`config.mk`:
```
export PLATFORM = sky130hd
export DESIGN_NAME = dmem_port_arbiter
export DESIGN_NICKNAME = d
export VERILOG_FILES = /design/src/rtl/dmem_port_arbiter.sv
export SDC_FILE = /design/constraint.sdc
export NUM_CORES = 1
export LEC_CHECK = 0
export ABC_AREA = 1
export CORE_AREA = 2 2 99 101
export DETAILED_ROUTE_END_ITERATION = 8
export DIE_AREA = 0 0 101 103
export PLACE_DENSITY_LB_ADDON = 0.08
export SYNTH_ARGS = -nofsm -noshare
export SYNTH_HDL_FRONTEND = slang
export SYNTH_SLANG_ARGS = --single-unit
```
`constraint.sdc`:
```
create_clock -name clk -period 2.1 [get_ports clk]
set_clock_uncertainty 0.05 [all_clocks]
set_input_delay 0.42 -clock clk [delete_from_list [all_inputs] [get_ports clk]]
set_output_delay 0.42 -clock clk [all_outputs]
set_load 0.01 [all_outputs]
```
`src/rtl/dmem_port_arbiter.sv`:
```
// -----------------------------------------------------------------------------
// dmem_port_arbiter
//
// Shares the single data-memory BRAM port between the core load/store path and
// a DMA requester (bootloader / UART fill engine). The core normally wins; a
// saturating wait counter forces a DMA grant after MAX_WAIT consecutive denied
// DMA cycles, so DMA always makes forward progress. One access is issued per
// cycle. Read data comes back from the BRAM one cycle later and is flagged valid
// only to the requester that issued the read.
//
// Ports
//   clk, rst                 system clock, asynchronous active-high reset
//   core_req_i/_wea_i/_addr_i/_wdata_i   core access request (wea==0 -> read)
//   core_gnt_o               core access issued this cycle (core stalls on req&&!gnt)
//   core_rvalid_o/_rdata_o   core read return, one cycle after a granted read
//   dma_req_i/_wea_i/_addr_i/_wdata_i    DMA access request, held until granted
//   dma_gnt_o                DMA access issued this cycle
//   dma_rvalid_o/_rdata_o    DMA read return, one cycle after a granted read
//   mem_en_o/_wea_o/_addr_o/_din_o       BRAM port (write-first, 1-cycle read)
//   mem_dout_i               BRAM registered read data
// -----------------------------------------------------------------------------
module dmem_port_arbiter #(
  parameter int AWIDTH   = 14,
  parameter int MAX_WAIT = 4
) (
  input  logic              clk,
  input  logic              rst,
  input  logic              core_req_i,
  input  logic [3:0]        core_wea_i,
  input  logic [AWIDTH-1:0] core_addr_i,
  input  logic [31:0]       core_wdata_i,
  output logic              core_gnt_o,
  output logic              core_rvalid_o,
  output logic [31:0]       core_rdata_o,
  input  logic              dma_req_i,
  input  logic [3:0]        dma_wea_i,
  input  logic [AWIDTH-1:0] dma_addr_i,
  input  logic [31:0]       dma_wdata_i,
  output logic              dma_gnt_o,
  output logic              dma_rvalid_o,
  output logic [31:0]       dma_rdata_o,
  output logic              mem_en_o,
  output logic [3:0]        mem_wea_o,
  output logic [AWIDTH-1:0] mem_addr_o,
  output logic [31:0]       mem_din_o,
  input  logic [31:0]       mem_dout_i
);

  localparam int CW = $clog2(MAX_WAIT + 1);
  localparam logic [CW-1:0] WAIT_MAX = CW'(MAX_WAIT);

  // Who issued the read whose data arrives on mem_dout_i this cycle.
  typedef enum logic [1:0] {
    OWN_NONE = 2'd0,
    OWN_CORE = 2'd1,
    OWN_DMA  = 2'd2
  } owner_e;

  logic [CW-1:0] wait_cnt_q, wait_cnt_d;
  owner_e        rd_owner_q, rd_owner_d;
  logic          force_dma;
  logic          dma_gnt;
  logic          core_gnt;

  // Grant, BRAM mux and next-state logic.
  always_comb begin
    // NOTE: every output of this block gets a default first so no path can
    // leave it unassigned and infer a latch.
    wait_cnt_d = wait_cnt_q;
    rd_owner_d = OWN_NONE;
    mem_wea_o  = 4'b0000;
    mem_addr_o = core_addr_i;
    mem_din_o  = core_wdata_i;

    force_dma = dma_req_i && (wait_cnt_q == WAIT_MAX);
    dma_gnt   = dma_req_i && (!core_req_i || force_dma);
    core_gnt  = core_req_i && !dma_gnt;

    if (dma_gnt) begin
      mem_wea_o  = dma_wea_i;
      mem_addr_o = dma_addr_i;
      mem_din_o  = dma_wdata_i;
      if (dma_wea_i == 4'b0000) rd_owner_d = OWN_DMA;
    end else if (core_gnt) begin
      mem_wea_o = core_wea_i;
      if (core_wea_i == 4'b0000) rd_owner_d = OWN_CORE;
    end

    // Counts consecutive cycles the DMA asked and was refused.
    if (dma_gnt || !dma_req_i) begin
      wait_cnt_d = '0;
    end else if (wait_cnt_q != WAIT_MAX) begin
      wait_cnt_d = wait_cnt_q + CW'(1);
    end
  end

  // NOTE: the reset is in the sensitivity list, so it clears the read owner
  // immediately and a pending rvalid drops without waiting for a clock edge.
  always_ff @(posedge clk or posedge rst) begin
    if (rst) begin
      wait_cnt_q <= '0;
      rd_owner_q <= OWN_NONE;
    end else begin
      // NOTE: non-blocking assignments so every register samples the values
      // from before this edge, independent of statement order.
      wait_cnt_q <= wait_cnt_d;
      rd_owner_q <= rd_owner_d;
    end
  end

  assign core_gnt_o    = core_gnt;
  assign dma_gnt_o     = dma_gnt;
  assign mem_en_o      = core_gnt | dma_gnt;
  assign core_rvalid_o = (rd_owner_q == OWN_CORE);
  assign dma_rvalid_o  = (rd_owner_q == OWN_DMA);
  assign core_rdata_o  = mem_dout_i;
  assign dma_rdata_o   = mem_dout_i;

endmodule

```
==> summary.txt <==
CP Cell Sequence -> inv_1, ha_2, nand2_2, a21boi_4, buf_6, buf_16, buf_6, nand2_2, nand2_1, buf_2
Worst path arrival time -> 1.69 ns
Largest net degree at the start of global routing -> 18
Unrepaired setup endpoints after global routing -> yes
Critical path type -> flip-flop to primary output
Antenna Nets Post-Route -> 0
Hold Crit Class -> input port to asynchronous set/reset pin
Tcrit/Tclk final -> 103%
Crit Path Max Fanout -> 5
Endpoints failing setup -> 38
Seq/Total Area, Yosys -> 8.87%
Syn-to-layout area delta -> 98.3%
PortBufs -> 158
Crit path largest cell delay -> 0.37 ns
Ys Warns -> 0
ANT cells -> 0
# fillers -> 1079
Die Y -> 103 µm
Max_cap viols -> 0
Tot GR Track Use -> 10.6%
Crit path required time -> 1.63 ns
Max Clk Rate -> 0.463 GHz
Row count -> 36
Nets@finish -> 506
CP max-delay cell -> dfrtp_1
Die area -> 10400 µm²
Final hold vios -> 0
CTS root buffer -> clkbuf_8
Final period demand of the worst path -> 2.16 ns
Synth Instances -> 258
IO Pins -> 255
Num CTS Buffers -> 3
Vias per inst -> 3.70
Most frequent cell after synthesis -> nand2_1
Vias in the first global route -> 1623
Leading area contributor after synthesis -> nand2_1
Worst skew pair latency -> 0.22 ns
Buf+Inv Stages, Crit Path -> 5
DRC -> 0
Mapped Nets -> 396
Chip width -> 101 µm
Final WL -> 6540 µm
Yosys top cell area share -> 41.0%
Cell Area, Placed -> 2670 µm²
Detailed-router iteration count before antenna repair -> 4
CTS tree -> done
Primary FF master, synth -> dfrtp_1
Clk buf depth -> 2
Status -> finished with violations
Crit path setup slack, layout -> -0.0608 ns
CTS Hold Bufs -> 0
First-pass GRT wire length -> 8510 µm
Yosys reg bits -> 5
CP endpoint kind -> primary output
Remaining Overflow, GRT -> 0
Clk slew on worst S/H paths -> 0.03 ns
Design area -> 2800 µm²
Mapped cell area -> 1410 µm²
Synth async-reset ratio -> 100%
Leakage -> 1.43 nW
Slew Limit Fails -> 0
CORE AREA -> 9460 µm²
Top post-synthesis cells by area -> nand2_1 41%, buf_4 35%, dfrtp_1 8.9%
Layout cells sized above 1 -> 27.8%
Utilization after layout -> 29.6%
Power Dens Cells -> 297 nW/µm²
H-tree depth -> 1
Slew @ Worst Pin -> 0.194 ns
Startpoint Class -> flip-flop
Avg Synthesized Cell Area -> 5.47 µm²
Initial antenna violation count -> 0
Worst VDD drop -> 0.336 mV
Violated checks -> setup timing
Vias -> 1782
Synth cell types -> 13
Drt wl/cell -> 13.6 µm
Initial Utilization -> 14.9%
Top post-synthesis cells by count -> 154 x nand2_1, 66 x buf_4, 10 x nor2_1, 8 x inv_1, 5 x dfrtp_1
Gpl congestion -> 0.740
Max_slew headroom -> 87.1%
Number of synthesized flops with an enable pin -> 0
Clock sinks -> 5
Number of DRC markers in iteration 0 -> 14
Top delay family on crit path -> buffers and inverters
DP HPWL -> 4730 µm
-- where the power goes --
group	leakage (nW)	total (mW)	internal (mW)	switching, mW
sequential	0.0686	0.101	0.0993	0.00133
combinational	1.34	0.559	0.338	0.221
clock	0.0228	0.171	0.130	0.0414
total	1.43	0.831	0.567	0.264
-- cells by family after synthesis --
group                    after synthesis  synth area share (%)
flip-flops                             5                  8.87
XOR/XNOR                               1                 0.621
AO/OA/AOI/OAI                          1                  1.33
buffers and inverters                 81                  42.2
adder cells (fa/ha/maj)                2                  1.77
AND/OR/NAND/NOR                      168                  45.2
-- registers in the layout (all words and copies together), names as in the netlist --
register,flops
rd_owner_q,2
wait_cnt_q,3
-- through the flow --
step                instances  setup TNS, ns  setup WS [ns]  hold slack, ns  power (mW)
floorplan                 258              0          0.427           0.149       0.392
finish                    481         -0.643        -0.0608           0.352       0.831
detailed placement        465         -23.64         -0.493           0.474       0.660
global placement          465         -23.03         -0.485           0.472       0.662
global route              481          -5.45         -0.188           0.386       0.892
CTS                       477          -1.77        -0.0935           0.356       0.817
-- worst paths after layout --
path                                      startpoint                        end  slack [ns]  depth (start not counted)
max                        wait_cnt_q[0]$_DFFE_PP0P_              mem_addr_o[8]       -0.06                         10
min                                              rst    rd_owner_q[1]$_DFF_PP0_        0.35                          2
max reg2reg                wait_cnt_q[0]$_DFFE_PP0P_  wait_cnt_q[0]$_DFFE_PP0P_        0.56                         10
min reg2reg                wait_cnt_q[0]$_DFFE_PP0P_  wait_cnt_q[0]$_DFFE_PP0P_        0.49                          2
max in group asynchronous                        rst  wait_cnt_q[1]$_DFFE_PP0P_        1.48                          2
min in group clk           wait_cnt_q[0]$_DFFE_PP0P_  wait_cnt_q[0]$_DFFE_PP0P_        0.49                          2
-- cells in the final DEF (no fill, tap or decap), drive strengths merged --
cell | synthesis | final
nand3 | 2 | 2
ha | 2 | 2
nor2 | 10 | 10
nand2 | 155 | 155
clkdlybuf4s50 | 0 | 104
buf | 69 | 56
clkbuf | 4 | 20
dfrtp | 5 | 5
inv | 8 | 8
a21boi | 1 | 1
xnor2 | 1 | 1
or2 | 1 | 1
dlygate4sd2 | 0 | 2
-- worst register-to-register path: stages (launching register included) --
cell and delay [ns]:
dfrtp_1 0.37, inv_1 0.06, ha_2 0.18, buf_4 0.10, nand3_1 0.08, nand2_2 0.13, buf_4 0.15, inv_4 0.05
buf_4 0.12, nand2_1 0.10, nor2_1 0.05
-- layout make-up --
| class | count | area, µm² | share of cell area (%) |
|---|---|---|---|
| repair buffers | 178 | 1680 | 60.1 |
| inverters | 8 | 32.5 | 1.16 |
| clock buffers | 4 | 45.0 | 1.61 |
| well taps | 114 | 143 | 5.10 |
| multi-input cells | 172 | 772 | 27.6 |
| flip-flops and latches | 5 | 125 | 4.47 |
-- per-layer routing --
metal  up-vias  global-route usage (%)  wire, µm
li1        921                       -         -
met1       743                    10.9      2250
met2        87                    20.7      3520
met3        31                    2.17       550
met4         0                    4.37       223
met5         -                       0         0
-- timing repair --
item                       CTS  global route
resized for setup          170            75
cloned                       4             3
pin swaps                    1             7
setup endpoints to repair   53            51
buffers inserted             4             3
No activity file was read; power rests on OpenSTA's default activity.
